<file path="src/rtl/mdu_pkg.sv">
// Shared types and constants for the iterative multiply/divide unit.
// Optional MTHI/MTLO support is enabled with MDU_MTHILO_EN.
package mdu_pkg;

  typedef enum logic [1:0] {
    OP_MULT  = 2'b00,
    OP_MULTU = 2'b01,
    OP_DIV   = 2'b10,
    OP_DIVU  = 2'b11
  } mdu_op_e;

  typedef enum logic [1:0] {
    ST_IDLE = 2'b00,
    ST_PREP = 2'b01,
    ST_RUN  = 2'b10,
    ST_FIX  = 2'b11
  } mdu_state_e;

  localparam int          MDU_WIDTH   = 32;
  localparam int          MDU_ITERS   = 32;
  localparam logic [31:0] MDU_DIV0_LO = 32'hFFFF_FFFF;

endpackage

</file>
<file path="src/rtl/mult_div_unit_mdu_step.sv">
// One shift-add (multiply) or restoring-divide iteration on magnitudes.
// Purely combinational; the caller registers acc/q between steps.
module mdu_step
  import mdu_pkg::*;
#(
  parameter int WIDTH = MDU_WIDTH
) (
  input  logic             div_mode,
  input  logic [WIDTH-1:0] acc_i,
  input  logic [WIDTH-1:0] q_i,
  input  logic [WIDTH-1:0] b_i,
  output logic [WIDTH-1:0] acc_o,
  output logic [WIDTH-1:0] q_o
);

  logic [WIDTH:0]   sum;
  logic [WIDTH:0]   shl;
  logic [WIDTH-1:0] diff;
  logic             fits;

  assign sum  = {1'b0, acc_i} + (q_i[0] ? {1'b0, b_i} : '0);
  assign shl  = {acc_i, q_i[WIDTH-1]};
  assign fits = shl >= {1'b0, b_i};
  // remainder stays below divisor, so a successful subtract fits WIDTH
  assign diff = shl[WIDTH-1:0] - b_i;

  always_comb begin
    if (div_mode) begin
      acc_o = fits ? diff : shl[WIDTH-1:0];
      q_o   = {q_i[WIDTH-2:0], fits};
    end else begin
      acc_o = sum[WIDTH:1];
      q_o   = {sum[0], q_i[WIDTH-1:1]};
    end
  end

endmodule

</file>
<file path="src/rtl/mult_div_unit.sv">
// Iterative MIPS MULT/MULTU/DIV/DIVU unit holding HI/LO, 34-clock latency.
// Define MDU_MTHILO_EN to add the hilo_we/hilo_wdata MTHI/MTLO write port.
module mult_div_unit
  import mdu_pkg::*;
#(
  parameter int WIDTH = MDU_WIDTH,
  parameter int CNT_W = 6
) (
  input  logic             clk,
  input  logic             reset,
  input  logic             start,
  input  logic [1:0]       op,
  input  logic [WIDTH-1:0] rs_data,
  input  logic [WIDTH-1:0] rt_data,
`ifdef MDU_MTHILO_EN
  input  logic [1:0]       hilo_we,
  input  logic [WIDTH-1:0] hilo_wdata,
`endif
  output logic             busy,
  output logic             done,
  output logic             div_by_zero,
  output logic [WIDTH-1:0] hi,
  output logic [WIDTH-1:0] lo
);

  mdu_state_e       state_q, state_d;
  mdu_op_e          op_q, op_d;
  logic [WIDTH-1:0] a_q, a_d;
  logic [WIDTH-1:0] b_q, b_d;
  logic [WIDTH-1:0] acc_q, acc_d;
  logic [WIDTH-1:0] q_q, q_d;
  logic [CNT_W-1:0] cnt_q, cnt_d;
  logic             negq_q, negq_d;
  logic             negr_q, negr_d;
  logic             dz_q, dz_d;
  logic [WIDTH-1:0] hi_q, hi_d;
  logic [WIDTH-1:0] lo_q, lo_d;
  logic             done_q, done_d;
  logic             dbz_q, dbz_d;

  logic             is_div;
  logic             is_signed;
  logic             a_neg;
  logic             b_neg;
  logic [WIDTH-1:0] a_mag;
  logic [WIDTH-1:0] b_mag;
  logic [WIDTH-1:0] step_acc;
  logic [WIDTH-1:0] step_q;
  logic [2*WIDTH-1:0] prod;
  logic [2*WIDTH-1:0] prod_fix;
  logic [WIDTH-1:0] quo_fix;
  logic [WIDTH-1:0] rem_fix;

  assign is_div    = op_q[1];
  assign is_signed = ~op_q[0];
  assign a_neg     = is_signed & a_q[WIDTH-1];
  assign b_neg     = is_signed & b_q[WIDTH-1];
  assign a_mag     = a_neg ? -a_q : a_q;
  assign b_mag     = b_neg ? -b_q : b_q;

  assign prod      = {acc_q, q_q};
  assign prod_fix  = negq_q ? -prod : prod;
  assign quo_fix   = negq_q ? -q_q : q_q;
  assign rem_fix   = negr_q ? -acc_q : acc_q;

  // multiply and divide both iterate with q=|rs|, b=|rt|
  mdu_step #(
    .WIDTH (WIDTH)
  ) u_step (
    .div_mode (is_div),
    .acc_i    (acc_q),
    .q_i      (q_q),
    .b_i      (b_q),
    .acc_o    (step_acc),
    .q_o      (step_q)
  );

  always_comb begin
    state_d = state_q;
    op_d    = op_q;
    a_d     = a_q;
    b_d     = b_q;
    acc_d   = acc_q;
    q_d     = q_q;
    cnt_d   = cnt_q;
    negq_d  = negq_q;
    negr_d  = negr_q;
    dz_d    = dz_q;
    hi_d    = hi_q;
    lo_d    = lo_q;
    done_d  = 1'b0;
    dbz_d   = 1'b0;
    unique case (state_q)
      ST_IDLE: begin
        if (start) begin
          op_d    = mdu_op_e'(op);
          a_d     = rs_data;
          b_d     = rt_data;
          state_d = ST_PREP;
        end
`ifdef MDU_MTHILO_EN
        else begin
          if (hilo_we[1]) hi_d = hilo_wdata;
          if (hilo_we[0]) lo_d = hilo_wdata;
        end
`endif
      end
      ST_PREP: begin
        q_d     = a_mag;
        b_d     = b_mag;
        acc_d   = '0;
        cnt_d   = '0;
        negq_d  = a_neg ^ b_neg;
        negr_d  = a_neg & is_div;
        dz_d    = is_div & (b_q == '0);
        state_d = ST_RUN;
      end
      ST_RUN: begin
        acc_d = step_acc;
        q_d   = step_q;
        cnt_d = cnt_q + CNT_W'(1);
        if (cnt_q == CNT_W'(WIDTH - 1)) state_d = ST_FIX;
      end
      ST_FIX: begin
        done_d  = 1'b1;
        dbz_d   = dz_q;
        state_d = ST_IDLE;
        if (!is_div) begin
          hi_d = prod_fix[2*WIDTH-1:WIDTH];
          lo_d = prod_fix[WIDTH-1:0];
        end else if (dz_q) begin
          hi_d = a_q;
          lo_d = {WIDTH{1'b1}};
        end else begin
          hi_d = rem_fix;
          lo_d = quo_fix;
        end
      end
      default: state_d = ST_IDLE;
    endcase
  end

  always_ff @(posedge clk) begin
    if (reset) begin
      state_q <= ST_IDLE;
      op_q    <= OP_MULT;
      a_q     <= '0;
      b_q     <= '0;
      acc_q   <= '0;
      q_q     <= '0;
      cnt_q   <= '0;
      negq_q  <= 1'b0;
      negr_q  <= 1'b0;
      dz_q    <= 1'b0;
      hi_q    <= '0;
      lo_q    <= '0;
      done_q  <= 1'b0;
      dbz_q   <= 1'b0;
    end else begin
      state_q <= state_d;
      op_q    <= op_d;
      a_q     <= a_d;
      b_q     <= b_d;
      acc_q   <= acc_d;
      q_q     <= q_d;
      cnt_q   <= cnt_d;
      negq_q  <= negq_d;
      negr_q  <= negr_d;
      dz_q    <= dz_d;
      hi_q    <= hi_d;
      lo_q    <= lo_d;
      done_q  <= done_d;
      dbz_q   <= dbz_d;
    end
  end

  assign busy        = (state_q != ST_IDLE);
  assign done        = done_q;
  assign div_by_zero = dbz_q;
  assign hi          = hi_q;
  assign lo          = lo_q;

endmodule
</file>
<file path="config.mk">
export PLATFORM = sky130hd
export DESIGN_NAME = mult_div_unit
export DESIGN_NICKNAME = d
export VERILOG_FILES = /design/src/rtl/mdu_pkg.sv /design/src/rtl/mult_div_unit_mdu_step.sv /design/src/rtl/mult_div_unit.sv
export SDC_FILE = /design/constraint.sdc
export NUM_CORES = 1
export LEC_CHECK = 0
export CORE_UTILIZATION = 24
export CTS_BUF_LIST = sky130_fd_sc_hd__clkbuf_8 sky130_fd_sc_hd__clkbuf_16
export DETAILED_ROUTE_END_ITERATION = 7
export SLEW_MARGIN = 0
export SYNTH_ARGS = -nofsm -noshare
export SYNTH_HDL_FRONTEND = slang
export SYNTH_SLANG_ARGS = --single-unit
</file>
<file path="constraint.sdc">
create_clock -name clk -period 8.3 [get_ports clk]
set_clock_uncertainty 0.15 [all_clocks]
set_input_delay 1.66 -clock clk [delete_from_list [all_inputs] [get_ports clk]]
set_output_delay 1.66 -clock clk [all_outputs]
set_load 0.03 [all_outputs]
</file>
==> results.txt <==
first-pass GRT wire length - 84.9 mm
# resized after CTS - 0
antenna violations before repair - 0
postcts setup bufs - 0
Clk pwr share - 19.4%
Initial DRT Pass Iterations - 5
P_sw - 2870 uW
CP required - 8.62 ns
Synth cell types - 84
Synthesized Nets - 2262
area leader, netlist - dfxtp_1
chip width - 259 um
Min Hold Slack - 0.314 ns
First DRT Iteration DRCs - 1242
TNS Setup - 0 ns
peak supply drop - 239 uV
Initial Util - 24.5%
flops & latches, synth - 207
vias - 15300
Clk Latency, worst-skew pair - 0.57 ns
hpwl dp - 40.8 mm
Cells after Synth - 2118
Die Y - 259 um
post-synth top area share - 26.1%
status - complete, no violations
Sw Ratio - 48.1%
syn avg cell area - 7.48 um^2
main area contributors after synthesis - dfxtp_1 26%, mux2i_1 7.5%, a21oi_1 6.0%, nor2_1 5.9%, ha_1 5.8%
DRC viols - 0
Rows - 93
Final Wtd Congestion - 0.913
final hold vios - 0
R2R setup slack - 3.83 ns
synth-to-layout area growth - 18.1%
Pint - 3100 uW
crit-path max FO - 13
vias in the first global route - 14300
Pleak - 0.00709 uW
unrepaired setup endpoints after global routing - false
Port Buf Inserts - 135
top cells by count, synth - 248 x nor2_1, 216 x nand2_1, 207 x dfxtp_1
Routed WL per cell - 18.1 um
CP Cell Sequence - clkinv_1 -> nor2_1 -> ha_1 -> o21ai_0 -> o21ai_0 -> nand3_1 -> a2111oi_0 -> o31a_1 -> nand4_1 -> a21oi_1 -> mux2i_1 -> o211ai_1 -> a211oi_1
clock sink total - 207
critical path class - reg -> reg
slowest CP cell - a2111oi_0
Layout Nets - 2295
Seq/Total Area, Yosys - 26.1%
Core Region - 64800 um^2
Syn Std Cell Area - 15900 um^2
Worst path most repeated cell - o21ai_0
async set or reset register ratio after synthesis - 0%
share of cells above drive strength 1 - 4.89%
CTS Buf Count - 25
sequential share of power - 25.6%
gr ovfl total - 0
combinational share of power - 55.0%
Tcrit/Tclk final - 53.9%
Clock Tree Buf Depth - 3
CTS tree - done
Max-Cap Viols - 0
clock root buffer - clkbuf_16
Max H-tree Level - 1
largest net degree at the start of global routing - 67
total global-route track usage - 15.8%
antenna viol nets, final - 0
setup violators final - 0
Final Critical Period - 4.47 ns
io pins - 136
most frequent cell after synthesis - nor2_1
hold crit path type - reg -> reg
kind of end point of the critical path - register
Worst slew margin - 21.9%
cts-stage hold buffer count - 0
Worst EP arrival - 4.79 ns
Slew Limit Fails - 0
Max stage delay on crit path - 0.79 ns
top_reg_cell synth - dfxtp_1
wirelength, routed - 54.6 mm
Fmax - 224 MHz
Design Power - 5980 uW
Syn. warnings - 0
Clock transition at path regs - 0.06 ns
ANT cells - 0
power density over cell area - 319 nW/um^2
vias per std cell - 5.06
Post-synth EDFFs - 0
Die ar. - 67100 um^2
# fillers - 7067
kind of start point of the critical path - register
worst slew pin tran - 1.17 ns
[registers in the layout, indices dropped and copies added, names as in the netlist, 2 cells and up]
register  flops
lo           32
state_q       2
hi           32
q_q          32
op_q          2
acc_q        32
b_q          32
cnt_q         6
a_q          32
[per-layer routing]
layer	part of all wire [%]	global-route usage (%)	up-vias
li1	-	-	7609
met1	47	21.7	7265
met2	46	25.8	372
met3	5.9	2.50	50
met4	1.6	3.44	0
met5	0	0	-
[metrics by stage]
step / utilization, % / cells / area [um^2] / worst slack, ns
floorplan: - / 2118 / 15900 / 4.99
CTS: 28.9 / 3022 / 18700 / 3.92
global route: 28.9 / 3022 / 18700 / 3.46
finish: 28.9 / 3022 / 18700 / 3.83
global placement: 27.6 / 2979 / 17900 / 3.94
detailed placement: 27.6 / 2979 / 17900 / 4.01
[worst paths after layout]
kind / start / end / cells after the start
worst max-delay path: q_q[0] / acc_q[30] / 13
worst min-delay path: hi[0] / hi[0] / 2
worst max register to register: q_q[0] / acc_q[30] / 13
worst min register to register: hi[0] / hi[0] / 2
[layout by cell type (no fill, tap or decap), drive strengths merged, types with 6 or more instances in the layout]
cell           Yosys  final
a2111oi            9      9
a211oi            58     58
a21o              34     34
a21oi            189    189
a22oi             38     38
a31oi              9      9
and2              10     10
and3              17     17
buf               29     26
clkbuf           125     30
clkdlybuf4s50      0    134
dfxtp            207    207
ha                73     73
inv               69     75
mux2i            119    119
nand2            217    217
nand2b            25     25
nand3             36     36
nand4             12     12
nor2             248    248
nor2b             14     14
nor3              45     45
nor4              24     24
o211ai            20     20
o21a               9      9
o21ai            151    151
o21bai             6      6
o31ai             18     18
o41ai             15     15
or2                9      9
or3               19     19
or4               10     10
xnor2             97     97
xor2              79     79
[critical path: cells and delay by family (launching register included)]
family          cells  cell delay, ns
simple gates        3            0.66
buf+inv             1            0.41
compound gates      7            2.19
mux                 1            0.25
flops               1            0.45
fa+ha+maj           1            0.27
[kinds of logic after synthesis]
family          Yosys count  synth area share (%)
xor+xnor                176                  9.72
buf+inv                 224                  5.54
fa+ha+maj                75                  6.01
flops                   207                  26.1
mux                     122                  7.73
simple gates            708                  20.9
compound gates          606                  23.9
[area by class of cell]
cell class                      count  area, um^2  share of cell area [%]
Inverter                           70         263                    1.40
Multi-Input combinational cell   1687       10900                    58.0
Clock buffer                       30         694                    3.71
Timing Repair Buffer              160        1540                    8.23
Sequential cell                   207        4150                    22.2
Tap cell                          855        1070                    5.71
Clock inverter                     13         149                   0.795
[power groups by stage]
stage	logic, uW	clock network [uW]	registers (uW)
floorplan	2380	0	1480
global placement	3260	0	1540
detailed placement	3250	0	1550
CTS	3270	1190	1520
global route	3620	1210	1570
finish	3290	1160	1530
Power figures use the tool's default switching activity.
